`src/rtl/vip_stream_gate_ctrl.sv`:
```
// vip_stream_gate_ctrl: run/stop gate for an Avalon-ST video stream.
// Packets are started and stopped only on boundaries.
// Discarded packets are swallowed with din_ready held high.
// Video packet counters and an end-of-frame interrupt are readable over a small Avalon-MM slave.
// Optional feature macro: FRAME_LIMIT_EN. It adds a frame_limit register at address 5.
// That register automatically clears go once pass_cnt reaches the limit.
module vip_stream_gate_ctrl #(
  parameter int   DATA_WIDTH = 8,
  parameter int   CNT_WIDTH  = 16,
  parameter logic GO_RESET   = 1'b1
) (
  input  logic                  vst_clk,
  input  logic                  vst_rst_n,
  input  logic [2:0]            av_address,
  input  logic                  av_read,
  input  logic                  av_write,
  input  logic [31:0]           av_writedata,
  output logic [31:0]           av_readdata,
  output logic                  av_readdatavalid,
  output logic                  av_waitrequest,
  output logic                  av_irq,
  input  logic [DATA_WIDTH-1:0] din_data,
  input  logic                  din_valid,
  input  logic                  din_startofpacket,
  input  logic                  din_endofpacket,
  output logic                  din_ready,
  output logic [DATA_WIDTH-1:0] dout_data,
  output logic                  dout_valid,
  output logic                  dout_startofpacket,
  output logic                  dout_endofpacket,
  input  logic                  dout_ready
);

  localparam logic [1:0] ST_IDLE = 2'd0;
  localparam logic [1:0] ST_PASS = 2'd1;
  localparam logic [1:0] ST_DROP = 2'd2;

  localparam logic [CNT_WIDTH-1:0] CNT_ZERO = {CNT_WIDTH{1'b0}};
  localparam logic [CNT_WIDTH-1:0] CNT_ONE  = {{(CNT_WIDTH-1){1'b0}}, 1'b1};

  logic [1:0]           state_r;
  logic [1:0]           state_nxt_s;
  logic                 go_r;
  logic                 irqen_r;
  logic                 irq_r;
  logic                 is_video_r;
  logic [CNT_WIDTH-1:0] pass_cnt_r;
  logic [CNT_WIDTH-1:0] drop_cnt_r;

  logic        fwd_s;
  logic        accept_s;
  logic        sop_start_s;
  logic        sop_video_s;
  logic        pkt_video_s;
  logic        pkt_eop_s;
  logic        pass_inc_s;
  logic        drop_inc_s;
  logic        in_packet_s;
  logic        limit_hit_s;
  logic        wr_ctrl_s;
  logic        wr_irq_clr_s;
  logic        wr_cnt_clr_s;
  logic [31:0] limit_rd_s;
  logic [31:0] rd_mux_s;
  logic        unused_s;

  // The write data word is only partially decoded.
  assign unused_s = &{1'b0, av_writedata};

  assign wr_ctrl_s    = av_write & (av_address == 3'd0);
  assign wr_irq_clr_s = av_write & (av_address == 3'd2);
  assign wr_cnt_clr_s = av_write & (av_address == 3'd4);

  assign av_waitrequest = 1'b0;
  assign av_irq         = irqen_r & irq_r;
  assign in_packet_s    = (state_r != ST_IDLE);

  // Forward/discard decision for the beat currently on din.
  // In IDLE, only an SOP beat with go set opens a forwarded packet.
  always_comb begin
    fwd_s = 1'b0;
    case (state_r)
      ST_IDLE: begin
        if (din_startofpacket && go_r) begin
          fwd_s = 1'b1;
        end else begin
          fwd_s = 1'b0;
        end
      end
      ST_PASS: fwd_s = 1'b1;
      ST_DROP: fwd_s = 1'b0;
      default: fwd_s = 1'b0;
    endcase
  end

  // Zero-latency datapath.
  // Both handshakes are forced low while reset is asserted.
  assign dout_data          = din_data;
  assign dout_startofpacket = din_startofpacket;
  assign dout_endofpacket   = din_endofpacket;
  assign dout_valid         = vst_rst_n & fwd_s & din_valid;
  assign din_ready          = vst_rst_n & (fwd_s ? dout_ready : 1'b1);

  assign accept_s    = din_valid & din_ready;
  assign sop_start_s = (state_r == ST_IDLE) & din_startofpacket & accept_s;
  assign sop_video_s = (din_data[3:0] == 4'h0);
  assign pkt_video_s = sop_start_s ? sop_video_s : is_video_r;
  assign pkt_eop_s   = accept_s & din_endofpacket & (in_packet_s | sop_start_s);
  assign pass_inc_s  = pkt_eop_s & pkt_video_s & fwd_s;
  assign drop_inc_s  = pkt_eop_s & pkt_video_s & ~fwd_s;

  // Packet state machine. Stray non-SOP beats in IDLE leave it in IDLE.
  always_comb begin
    state_nxt_s = state_r;
    case (state_r)
      ST_IDLE: begin
        if (sop_start_s && !din_endofpacket) begin
          state_nxt_s = go_r ? ST_PASS : ST_DROP;
        end else begin
          state_nxt_s = ST_IDLE;
        end
      end
      ST_PASS, ST_DROP: begin
        if (accept_s && din_endofpacket) begin
          state_nxt_s = ST_IDLE;
        end else begin
          state_nxt_s = state_r;
        end
      end
      default: state_nxt_s = ST_IDLE;
    endcase
  end

  // State register and packet type latched at SOP acceptance.
  always_ff @(posedge vst_clk or negedge vst_rst_n) begin
    if (!vst_rst_n) begin
      state_r    <= ST_IDLE;
      is_video_r <= 1'b0;
    end else begin
      state_r <= state_nxt_s;
      if (sop_start_s) begin
        is_video_r <= sop_video_s;
      end else begin
        is_video_r <= is_video_r;
      end
    end
  end

`ifdef FRAME_LIMIT_EN
  logic [CNT_WIDTH-1:0] frame_limit_r;

  assign limit_hit_s = pass_inc_s & (frame_limit_r != CNT_ZERO) &
                       ((pass_cnt_r + CNT_ONE) == frame_limit_r);
  assign limit_rd_s  = 32'(frame_limit_r);

  // Frame limit register (0 = unlimited).
  always_ff @(posedge vst_clk or negedge vst_rst_n) begin
    if (!vst_rst_n) begin
      frame_limit_r <= CNT_ZERO;
    end else if (av_write && (av_address == 3'd5)) begin
      frame_limit_r <= av_writedata[CNT_WIDTH-1:0];
    end else begin
      frame_limit_r <= frame_limit_r;
    end
  end
`else
  assign limit_hit_s = 1'b0;
  assign limit_rd_s  = 32'h0000_0000;
`endif

  // Control register. Hitting the frame limit overrides a software write of go.
  always_ff @(posedge vst_clk or negedge vst_rst_n) begin
    if (!vst_rst_n) begin
      go_r    <= GO_RESET;
      irqen_r <= 1'b0;
    end else begin
      if (limit_hit_s) begin
        go_r <= 1'b0;
      end else if (wr_ctrl_s) begin
        go_r <= av_writedata[0];
      end else begin
        go_r <= go_r;
      end
      if (wr_ctrl_s) begin
        irqen_r <= av_writedata[1];
      end else begin
        irqen_r <= irqen_r;
      end
    end
  end

  // End-of-frame interrupt flag. A set in the same cycle as a clear wins.
  always_ff @(posedge vst_clk or negedge vst_rst_n) begin
    if (!vst_rst_n) begin
      irq_r <= 1'b0;
    end else if (pass_inc_s) begin
      irq_r <= 1'b1;
    end else if (wr_irq_clr_s) begin
      irq_r <= 1'b0;
    end else begin
      irq_r <= irq_r;
    end
  end

  // Frame counters, wrapping. A clear in the same cycle as an increment wins.
  always_ff @(posedge vst_clk or negedge vst_rst_n) begin
    if (!vst_rst_n) begin
      pass_cnt_r <= CNT_ZERO;
      drop_cnt_r <= CNT_ZERO;
    end else if (wr_cnt_clr_s) begin
      pass_cnt_r <= CNT_ZERO;
      drop_cnt_r <= CNT_ZERO;
    end else begin
      pass_cnt_r <= pass_inc_s ? (pass_cnt_r + CNT_ONE) : pass_cnt_r;
      drop_cnt_r <= drop_inc_s ? (drop_cnt_r + CNT_ONE) : drop_cnt_r;
    end
  end

  // Read data multiplexer.
  always_comb begin
    rd_mux_s = 32'h0000_0000;
    case (av_address)
      3'd0:    rd_mux_s = {30'h0000_0000, irqen_r, go_r};
      3'd1:    rd_mux_s = {29'h0000_0000, in_packet_s, state_r};
      3'd2:    rd_mux_s = {31'h0000_0000, av_irq};
      3'd3:    rd_mux_s = 32'(pass_cnt_r);
      3'd4:    rd_mux_s = 32'(drop_cnt_r);
      3'd5:    rd_mux_s = limit_rd_s;
      default: rd_mux_s = 32'h0000_0000;
    endcase
  end

  // Registered read port: data and a one-cycle valid pulse in the cycle after av_read.
  always_ff @(posedge vst_clk or negedge vst_rst_n) begin
    if (!vst_rst_n) begin
      av_readdata      <= 32'h0000_0000;
      av_readdatavalid <= 1'b0;
    end else begin
      av_readdatavalid <= av_read;
      if (av_read) begin
        av_readdata <= rd_mux_s;
      end else begin
        av_readdata <= av_readdata;
      end
    end
  end

endmodule

```
`config.mk`:
```
export PLATFORM = sky130hd
export DESIGN_NAME = vip_stream_gate_ctrl
export DESIGN_NICKNAME = d
export VERILOG_FILES = /design/src/rtl/vip_stream_gate_ctrl.sv
export SDC_FILE = /design/constraint.sdc
export NUM_CORES = 1
export LEC_CHECK = 0
export ABC_AREA = 1
export CORE_MARGIN = 2
export CORE_UTILIZATION = 53
export CTS_CLUSTER_DIAMETER = 40
export DETAILED_ROUTE_END_ITERATION = 10
export PLACE_DENSITY = 0.88
export SYNTH_ARGS = -nofsm -noshare
export SYNTH_HDL_FRONTEND = slang
export SYNTH_SLANG_ARGS = --single-unit
export TNS_END_PERCENT = 5
```
`constraint.sdc`:
```
create_clock -name vst_clk -period 3.7 [get_ports vst_clk]
set_input_delay 0.74 -clock vst_clk [delete_from_list [all_inputs] [get_ports vst_clk]]
set_output_delay 0.74 -clock vst_clk [all_outputs]
set_load 0.05 [all_outputs]
```
* Word-level counts from Yosys, hierarchy flattened
Index checks and enable logic that the tools add are counted.
** Word-level totals
- Bits in registers :: 71
- Output and inout bits :: 47
- Bits of input ports :: 51
** Operators by class
- Bitwise operators :: 17
- Equality and inequality tests :: 7
- Multiplexer cells :: 15
- Add/subtract/negate cells :: 2
- Reduce and logical (&&, ||, !) cells :: 12
** Operator list (count)
- one-hot mux 16 bit (5 select lines) :: 1
- two-way mux 16 bit :: 4
- adder 16 x 1 -> 16 bit, second input constant :: 2
- bitwise AND 1 bit :: 15
- nonzero test 2 bit :: 4
- == test 3 x 2 -> 1 bit, second input constant :: 2
- two-way mux 2 bit :: 3
- two-way mux 1 bit :: 5
- logical NOT 4 bit :: 1
- one-hot mux 2 bit (2 select lines) :: 1
- == test 3 x 1 -> 1 bit, second input constant :: 1
- == test 3 bit, second input constant :: 1
- logical AND 1 bit :: 3
- logical NOT 3 bit :: 1
- == test 2 x 1 -> 1 bit, second input constant :: 1
- == test 2 bit, second input constant :: 1
- logical NOT 2 bit :: 1
- != test 2 bit, second input constant :: 1
- one-hot mux 1 bit (2 select lines) :: 1
- OR reduction 2 bit :: 1
- logical NOT 1 bit :: 1
- NOT 1 bit :: 1
- bitwise OR 1 bit :: 1

* Logic depth before layout (Yosys ltp)
Gate-level depths: netlist (run 1).
- Depth after elaboration :: 13
- Gate-level depth with buffers :: 13
- Depth with buffers taken out :: 12

* Worst setup path after synthesis (run 1)
No wires, ideal clock.
- Path kind :: input to output
- From :: input port din_startofpacket
- To :: output port din_ready
- Setup slack :: 0.948 ns
- Stages :: 3
- Data arrival time :: 2.012 ns
- Buffers on the path :: 0
- Cells stage by stage :: nand3_2 > nand2_4 > a21boi_0
** On the way
- Cells in the longest elaborated chain, start to end :: 5
** RTL lines
- from (decl) :: line 24 : input logic din_startofpacket,
- logical AND 1 bit :: line 84 : if (din_startofpacket && go_r) begin
- two-way mux 1 bit :: line 84
- one-hot mux 1 bit (2 select lines) :: line 82 : case (state_r)
- two-way mux 1 bit :: line 102 : assign din_ready = vst_rst_n & (fwd_s ? dout_ready : 1'b1);
- bitwise AND 1 bit :: line 102
- to (decl) :: line 26 : output logic din_ready,
No other way between the ends.

* Final worst setup path (run 1)
- From :: input port din_startofpacket
- To :: output port dout_valid
** On the way
- Cells in the longest elaborated chain, start to end :: 5
** RTL lines
- logical AND 1 bit :: line 84
- two-way mux 1 bit :: line 84
- one-hot mux 1 bit (2 select lines) :: line 82
- bitwise AND 1 bit (2 in a row) :: line 101 : assign dout_valid = vst_rst_n & fwd_s & din_valid;
- to (decl) :: line 28 : output logic dout_valid,
No other way between the ends.

==> flow_metrics.tcl, run 1 <==
set metrics [dict create \
    syn_area_per_cell_sq_um 7.60 \
    synthTopCellsByArea "dfrtp_1, nand2_1, nand3_1, xor2_1, buf_4" \
    grt_pass1_wl_microns 13300 \
    synth_cell_types 30 \
    clk_pin_slew_ps 90 \
    async_flop_share_pct 100 \
    cts.sinks 55 \
    cts_setup_buffers 0 \
    port_buffers 42 \
    crit_arrival_ps 2570 \
    grt_use_total_pct 21.9 \
    nFillCells 574 \
    finalHoldViolCount 0 \
    htreeDepth 2 \
    cts_tree "yes" \
    worst_setup_path_end_kind "output port" \
    p_per_area_nw_per_um2 382 \
    crit_path_end "dout_valid" \
    coreArea_sq_um 6680 \
    final_common_cell "nand2_1" \
    min_path_type "in -> async" \
    ir_drop_v 0.000226 \
    wl_microns 7770 \
    cts_made_buffers 5 \
    slew_headroom_pct 43.2 \
    via_per_inst 5.28 \
    worstPathRequired_ps 2960 \
    antenna_left 0 \
    cp-startpoint "din_startofpacket" \
    postSynthCellCount 476 \
    regToRegStartpoint "state_r[0]$_DFFE_PN0P_" \
    first_pass_iters 4 \
    gp_congestion 0.942 \
    layout_common_cells "nand2_1, nand3_1, inv_1, dfrtp_1, nor2_1" \
    rows 30 \
    rsz0062_at_grt "no" \
    grt_overflow_total 0 \
    routedWlPerCell_microns 13.3 \
    initial_utilization_pct 54.1 \
    criticalPathCategory "in -> out" \
    r2r-end "drop_cnt_r[10]$_DFFE_PN0P_" \
    antenna_cells 0 \
    drive_above_1_share_pct 8.35 \
    cts_hold_buf 0 \
    ys_warn_count 0 \
    period_needed_ps 3310 \
    drc_errors 0 \
    slew_viol_final 0 \
    synthDominantCellAreaShare_pct 37.4 \
    tightest_slew_ps 850 \
    grt_antenna_before_repair 0 \
    cts_resized 0 \
    yosysTopAreaCell "dfrtp_1" \
    setup_viol 0 \
    synth_area_sq_um 3620 \
    ios 98 \
    final_nets 557 \
    fin_skew_ps 7.81 \
    stdcell_area_sq_um 4020 \
    fin_util_pct 60.2 \
    ys.flop_type "dfrtp_1" \
    ys_seq_elements 55 \
    dr.first_iter.drc_count 220 \
    cp-start-kind "input pin" \
    grt_pass1_vias 2904 \
    post_dp_cell_area_sq_um 3930 \
    clockBufferDepth 2 \
    die_y_microns 86.6 \
    finalSetupTns_ps 0 \
    die_w_microns 86.6 \
    fmax_mhz 302 \
    grt_max_degree 55 \
    finalCritPeriodShare_pct 89.4 \
    synth-edff-count 0 \
    rrSetupSlack_ps 1710 \
    dieArea_sq_um 7500 \
    p_leak_nw 1.95 \
    cap_viol_max_count 0 \
    status "completed" \
    via_count 3077 \
    clk_latency_ps 310 \
    clockRootBuffer "clkbuf_8" \
    cp_max_fo 4 \
    worstRegToRegCells 11 \
    yosysSeqAreaShare_pct 38.1 \
    area_growth_syn_to_layout_pct 11.3 \
    dp_hpwl_microns 5770 \
]
-- flip-flops by register name (all words and copies together) (netlist names) --
| signal | cells |
|---|---|
| irq_r | 1 |
| av_readdatavalid | 1 |
| pass_cnt_r | 16 |
| av_readdata | 16 |
| state_r | 2 |
| irqen_r | 1 |
| is_video_r | 1 |
| go_r | 1 |
| drop_cnt_r | 16 |
-- report_power, final --
group	internal [mW]	switching [mW]	total [mW]
Sequential	0.673	0.0936	0.767
Combinational	0.146	0.269	0.415
Clock	0.154	0.200	0.354
-- metrics by stage --
| step | setup slack (ps) | hold slack, ps | power (mW) | cells |
|---|---|---|---|---|
| 2_1_floorplan | 948 | 444 | 1.09 | 492 |
| 3_5_place_dp | 378 | 494 | 1.19 | 575 |
| 5_1_grt | 371 | 204 | 1.62 | 583 |
| 3_3_place_gp | 492 | 491 | 1.17 | 575 |
| 6_report | 394 | 210 | 1.54 | 583 |
| 4_1_cts | 383 | 213 | 1.54 | 583 |
-- cell families after synthesis --
group | share of synthesized area, %
simple gates | 32.0
buf+inv | 13.6
flops | 38.1
compound gates | 4.05
xor+xnor | 5.81
mux | 4.98
fa+ha+maj | 1.38
other cells | 0.104
-- Yosys cell counts, types with 2 or more instances --
cell      number
nand3_4        2
o22ai_1       10
xor2_1        24
ha_1           4
nand3_2        2
nor3_1        15
buf_6          2
nand4_1        7
nor2_1        45
nand2_4        5
nand2_2        2
mux2_2        16
clkbuf_1       3
nand2_1      115
nand3_1       59
o21ai_0       11
buf_4         27
buf_2          9
inv_1         54
dfrtp_1       54
-- layout make-up --
cell class                 count  area [sq um]  share of cell area (%)
multi-input combinational    340          1810                    44.9
sequential                    55          1380                    34.2
timing repair buffer          45           438                    10.9
inverter                      55           206                    5.13
tap                           80           100                    2.49
clock buffer                   7          86.3                    2.15
clock inverter                 1          8.76                   0.218
-- per-layer routing --
| layer | GRT usage (%) | routed length (microns) | part of all wire [%] | vias to the layer above |
|---|---|---|---|---|
| met5 | 0 | 0 | 0 | - |
| met2 | 37.1 | 3990 | 51 | 90 |
| met3 | 3.62 | 367 | 4.7 | 21 |
| li1 | - | - | - | 1529 |
| met4 | 8.66 | 180 | 2.3 | 0 |
| met1 | 28.1 | 3230 | 42 | 1437 |
-- how the worst min path moves through the flow --
stage                                     startpoint                         end  slack (ps)  cells after the start
final                                      vst_rst_n        is_video_r$_DFF_PN0_         210                      1
after global routing                       vst_rst_n        is_video_r$_DFF_PN0_         200                      1
after CTS                                  vst_rst_n        is_video_r$_DFF_PN0_         210                      1
after detailed placement  av_readdata[9]$_DFFE_PN0P_  av_readdata[9]$_DFFE_PN0P_         490                      1
after global placement    av_readdata[9]$_DFFE_PN0P_  av_readdata[9]$_DFFE_PN0P_         490                      1
after floorplan                            vst_rst_n  av_readdata[0]$_DFFE_PN0P_         440                      0
-- worst max-delay path: stages --
cell,delay (ps)
clkdlybuf4s50_1,540
nand3_2,110
nand2_4,110
inv_1,90
nor2_1,120
clkdlybuf4s50_1,840
Note: power is estimated with default switching activity, not from simulation.
==> run 2: changes to the inputs <==
--- a/config.mk
+++ b/config.mk
@@ -6,6 +6,7 @@
 export NUM_CORES = 1
 export LEC_CHECK = 0
 export ABC_AREA = 1
+export CORE_ASPECT_RATIO = 0.8
 export CORE_MARGIN = 2
 export CORE_UTILIZATION = 53
 export CTS_CLUSTER_DIAMETER = 40
==> run 2 against run 1 <==
Net effect:
- clock power is 3% higher
- utilization grew 1.8 points
- combinational power is essentially flat
- sequential power about the same
- critical path depth unchanged
- global-route usage is 1.3 points higher
- hold slack better by 310 ps
- cell area increased by 0.25%
- flip-flop and latch count did not move
==> flow_metrics.tcl, run 2 (synthesized netlist as in run 1, its figures left out) <==
set metrics [dict create \
    dieArea_sq_um 7500 \
    fmax_mhz 308 \
    status "completed" \
    fin_skew_ps 8.22 \
    cp_max_fo 4 \
    nFillCells 594 \
    rsz0062_at_grt "no" \
    rrSetupSlack_ps 1640 \
    wl_microns 8360 \
    finalCritPeriodShare_pct 87.8 \
    reg_top3 "av_readdata (16), drop_cnt_r (16), pass_cnt_r (16)" \
    cp-start-kind "input pin" \
    via_per_inst 5.56 \
    worst_setup_path_end_kind "output port" \
    cts.sinks 55 \
    first_pass_iters 5 \
    place_inst 579 \
    htreeDepth 2 \
    worstPathRequired_ps 2960 \
    tightest_slew_ps 914 \
    antenna_cells 0 \
    setup_viol 0 \
    initial_utilization_pct 55.6 \
    area_growth_syn_to_layout_pct 11.6 \
    period_needed_ps 3250 \
    final_common_cell "nand2_1" \
    p_leak_nw 1.95 \
    cts_made_buffers 5 \
    via_count 3262 \
    grt_pass1_vias 3032 \
    switching_power_uw 557 \
    gp_congestion 0.929 \
    coreArea_sq_um 6510 \
    cts_tree "yes" \
    min_path_type "reg -> reg" \
    die_y_microns 77.9 \
    ir_drop_v 0.000316 \
    drc_errors 0 \
    grt_antenna_before_repair 0 \
    slew_headroom_pct 38.9 \
    finalHoldViolCount 0 \
    port_buffers 42 \
    slew_viol_final 0 \
    p_per_area_nw_per_um2 384 \
    die_w_microns 96.4 \
    cts_resized 0 \
    rows 26 \
    p_int_uw 991 \
    final_cells 587 \
    clockBufferDepth 2 \
    clockRootBuffer "clkbuf_8" \
    dr.first_iter.drc_count 306 \
    crit_arrival_ps 2510 \
    seqPwrFrac_pct 49.5 \
    grt_pass1_wl_microns 13900 \
    grt_overflow_total 0 \
    cap_viol_max_count 0 \
    dp_hpwl_microns 5920 \
    ios 98 \
    combPwrFrac_pct 26.9 \
    grt_use_total_pct 23.3 \
    grt_max_degree 56 \
    drive_above_1_share_pct 8.35 \
    clockPowerShare_pct 23.6 \
    cts_hold_buf 0 \
    clk_pin_slew_ps 100 \
    switching_share_pct 36.0 \
    criticalPathCategory "in -> out" \
    clk_latency_ps 310 \
    layout_common_cells "nand2_1, nand3_1, inv_1, dfrtp_1, nor2_1" \
    final_nets 557 \
    finalSetupTns_ps 0 \
    routedWlPerCell_microns 14.2 \
    cts_setup_buffers 0 \
    antenna_left 0 \
    power_mw 1.55 \
]
## run 2: cell count changes in the layout (fill, tap and decap cells not counted), sizes merged
cell | previous run | this run
clkinv | 1 | 0
clkbuf | 7 | 8
## run 2: power by group through the flow
stage / Combinational [mW] / Sequential [mW] / Clock (mW)
final: 0.416 / 0.766 / 0.366
after global routing: 0.463 / 0.778 / 0.403
after CTS: 0.416 / 0.764 / 0.369
after detailed placement: 0.413 / 0.774 / 0
after global placement: 0.398 / 0.770 / 0
after floorplan: 0.308 / 0.784 / 0
## run 2: final cells by class
type	count	area, sq um	area share [%]
multi-input cells	340	1810	44.8
repair buffers	45	438	10.9
clock buffers	8	100	2.48
flip-flops and latches	55	1380	34.2
well taps	84	105	2.61
inverters	55	206	5.12
## run 2: worst max-delay path: stages
cell             delay, ps
clkdlybuf4s50_1        550
nand3_2                120
nand2_4                120
inv_1                   80
nor2_1                  90
clkdlybuf4s50_1        810
## run 2: metrics by stage
stage	worst slack (ps)	area, sq um	utilization [%]	hold WS [ps]
6_report	451	4030	62.0	517
5_1_grt	362	4030	62.0	546
4_1_cts	425	4030	62.0	521
3_5_place_dp	439	3930	60.5	498
3_3_place_gp	482	3930	60.5	490
2_1_floorplan	948	3680	-	444
## run 2: path summary, 6_finish.rpt
path                                            start                     endpoint  cells after the start
hold / removal             av_readdata[5]$_DFFE_PN0P_   av_readdata[5]$_DFFE_PN0P_                      1
min in group asynchronous                   vst_rst_n  av_readdata[15]$_DFFE_PN0P_                      2
setup / recovery                    din_startofpacket                   dout_valid                      6
max in group asynchronous                   vst_rst_n   av_readdata[2]$_DFFE_PN0P_                      2
hold reg to reg            av_readdata[5]$_DFFE_PN0P_   av_readdata[5]$_DFFE_PN0P_                      1
setup reg to reg               state_r[0]$_DFFE_PN0P_   pass_cnt_r[10]$_DFFE_PN0P_                     11
## run 2: routing by layer
layer,GRT usage (%),vias to the layer above,share of wire (%),wire length (microns)
li1,-,1532,-,-
met5,0,-,0,0
met1,34.0,1550,45,3770
met2,35.1,161,45,3780
met4,5.92,0,1.5,126
met3,5.05,19,8.2,682
==> run 3: changes to the inputs <==
--- a/config.mk
+++ b/config.mk
@@ -5,13 +5,12 @@
 export SDC_FILE = /design/constraint.sdc
 export NUM_CORES = 1
 export LEC_CHECK = 0
-export ABC_AREA = 1
 export CORE_ASPECT_RATIO = 0.8
 export CORE_MARGIN = 2
-export CORE_UTILIZATION = 53
+export CORE_UTILIZATION = 51
 export CTS_CLUSTER_DIAMETER = 40
 export DETAILED_ROUTE_END_ITERATION = 10
-export PLACE_DENSITY = 0.88
+export PLACE_DENSITY = 0.87
 export SYNTH_ARGS = -nofsm -noshare
 export SYNTH_HDL_FRONTEND = slang
 export SYNTH_SLANG_ARGS = --single-unit
==> run 3 against run 2 <==
Net effect:
- worst setup slack improved by 28 ps
- die area fell by 7.9%
- power down 19%
- sequential share of layout area up 3.5 points
- wire length fell by 16%
- area after synthesis fell by 12%
- clock power barely moved
- register-to-register slack worse by 400 ps
- first-iteration DRC count increased by 14%
- via count down 20%
- hold slack worse by 27 ps
- highest routed layer unchanged
==> flow_metrics.tcl, run 3 <==
set metrics [dict create \
    status "completed" \
    reg_top3 "av_readdata (16), drop_cnt_r (16), pass_cnt_r (16)" \
    yosysSeqAreaShare_pct 43.2 \
    initial_utilization_pct 53.4 \
    ys.flop_type "dfrtp_1" \
    grt_overflow_total 0 \
    slew_viol_final 0 \
    synth-edff-count 0 \
    synthTopCellsByArea "dfrtp_1, xnor2_1, buf_4, nor2_1, nor4_1" \
    rsz0062_at_grt "no" \
    synth_common_cells "dfrtp_1, nor2_1, buf_4, xnor2_1, nand2_1" \
    cts_made_buffers 5 \
    fmax_mhz 310 \
    period_needed_ps 3220 \
    async_flop_share_pct 100 \
    p_leak_nw 1.47 \
    yosysTopAreaCell "dfrtp_1" \
    htreeDepth 2 \
    cpPeakStageDelay_ps 820 \
    finalHoldViolCount 0 \
    via_count 2612 \
    power_mw 1.26 \
    crit_path_frequent_cell "clkdlybuf4s50_1" \
    cts_tree "yes" \
    dp_hpwl_microns 4870 \
    cp_max_fo 7 \
    cp-start-kind "input pin" \
    clockBufferDepth 2 \
    final_common_cell "dfrtp_1" \
    cp_slowest_cell "clkdlybuf4s50_1" \
    antenna_left 0 \
    grt_max_degree 57 \
    dieArea_sq_um 6910 \
    synth_top_family_by_area "simple AND/OR/NAND/NOR gates" \
    cts_hold_buf 0 \
    nFillCells 502 \
    crit_arrival_ps 2480 \
    die_y_microns 74.8 \
    final_nets 428 \
    wl_microns 6980 \
    drive_above_1_share_pct 8.29 \
    criticalPathCategory "in -> out" \
    routedWlPerCell_microns 15.3 \
    yosys.area_share.xor_xnor_pct 7.13 \
    yosysMostFrequentCell "dfrtp_1" \
    worstPathRequired_ps 2960 \
    clk_latency_ps 320 \
    via_per_inst 5.74 \
    synthDominantCellAreaShare_pct 42.3 \
    die_w_microns 92.5 \
    ys_seq_elements 55 \
    multi_input_area_sq_um 1590 \
    cap_viol_max_count 0 \
    grt_pass1_vias 2498 \
    fin_skew_ps 11.9 \
    ir_drop_v 0.000154 \
    synth-simple-area-share_pct 25.8 \
    rows 25 \
    area_growth_syn_to_layout_pct 14.8 \
    finalCritPeriodShare_pct 87.1 \
    drc_errors 0 \
    grt_antenna_before_repair 0 \
    min_path_type "reg -> reg" \
    synthMuxAreaShare_pct 1.33 \
    p_per_area_nw_per_um2 343 \
    synth_compound_area_share_pct 11.8 \
    setup_viol 0 \
    antenna_cells 0 \
    worst_setup_path_end_kind "output port" \
    tightest_slew_ps 882 \
    first_pass_iters 5 \
    ys_warn_count 0 \
    dr.first_iter.drc_count 349 \
    cts.sinks 55 \
    port_buffers 42 \
    coreArea_sq_um 5970 \
    synth-adder-area-share_pct 1.57 \
    cts_setup_buffers 0 \
    ios 98 \
    finalSetupTns_ps 0 \
    synth_cell_types 47 \
    synth_area_sq_um 3190 \
    syn_area_per_cell_sq_um 9.33 \
    postSynthCellCount 342 \
    slew_headroom_pct 41.0 \
    clk_pin_slew_ps 100 \
    layout_common_cells "dfrtp_1, nor2_1, clkdlybuf4s50_1" \
    grt_pass1_wl_microns 11800 \
    gp_congestion 0.845 \
    grt_use_total_pct 21.9 \
    seq_area_sq_um 1380 \
    clockRootBuffer "clkbuf_8" \
    path_cells "clkdlybuf4s50_1, a31oi_4, nor2_1, clkdlybuf4s50_1" \
    cts_resized 0 \
]
-- run 3: logic make-up after synthesis --
family / Yosys count
AO/OA/AOI/OAI: 54
AND/OR/NAND/NOR: 151
buffers and inverters: 47
flip-flops: 55
XOR/XNOR: 26
adder cells (fa/ha/maj): 4
other: 1
multiplexers: 4
-- run 3: through the flow --
stage                     area [sq um]  setup slack [ps]  instances  utilization [%]  hold slack [ps]
after floorplan                   3250              1150        358                -              442
after global placement            3560               525        447             59.6              461
after detailed placement          3560               474        447             59.6              472
after CTS                         3660               467        455             61.3              492
after global routing              3660               405        455             61.3              510
final                             3660               479        455             61.3              490
-- run 3: layout make-up --
cell class	instances	area share (%)
Clock buffer	7	2.63
Clock inverter	1	0.205
Inverter	4	0.410
Multi-Input combinational cell	256	43.3
Sequential cell	55	37.6
Tap cell	81	2.77
Timing Repair Buffer	51	13.1
-- run 3: power breakdown --
group          internal [mW]  leakage [nW]  switching (mW)
clock                  0.171        0.0505           0.193
sequential             0.623         0.736          0.0154
combinational         0.0746         0.684           0.182
-- run 3: worst paths after layout --
| path | start | to | slack [ps] | cells past startpoint |
|---|---|---|---|---|
| setup / recovery | din_startofpacket | dout_valid | 480 | 4 |
| hold / removal | irq_r$_DFFE_PN0P_ | irq_r$_DFFE_PN0P_ | 490 | 1 |
| setup reg to reg | state_r[1]$_DFFE_PN0P_ | drop_cnt_r[13]$_DFFE_PN0P_ | 1240 | 8 |
| hold reg to reg | irq_r$_DFFE_PN0P_ | irq_r$_DFFE_PN0P_ | 490 | 1 |
| max in group asynchronous | vst_rst_n | drop_cnt_r[15]$_DFFE_PN0P_ | 2660 | 2 |
| min in group asynchronous | vst_rst_n | irqen_r$_DFFE_PN0P_ | 580 | 2 |
-- run 3: critical path, delay by kind of cell --
kind / cells / cell delay, ps
buffers and inverters: 2 / 1480
and+or+nand+nor: 1 / 130
AOI/OAI and AO/OA: 1 / 120
-- run 3: per-layer routing --
layer / track usage [%] / vias up / routed length, microns
li1: - / 1231 / -
met3: 3.10 / 20 / 515
met1: 31.1 / 1239 / 3110
met4: 8.62 / 0 / 167
met5: 0 / - / 0
met2: 34.5 / 122 / 3190
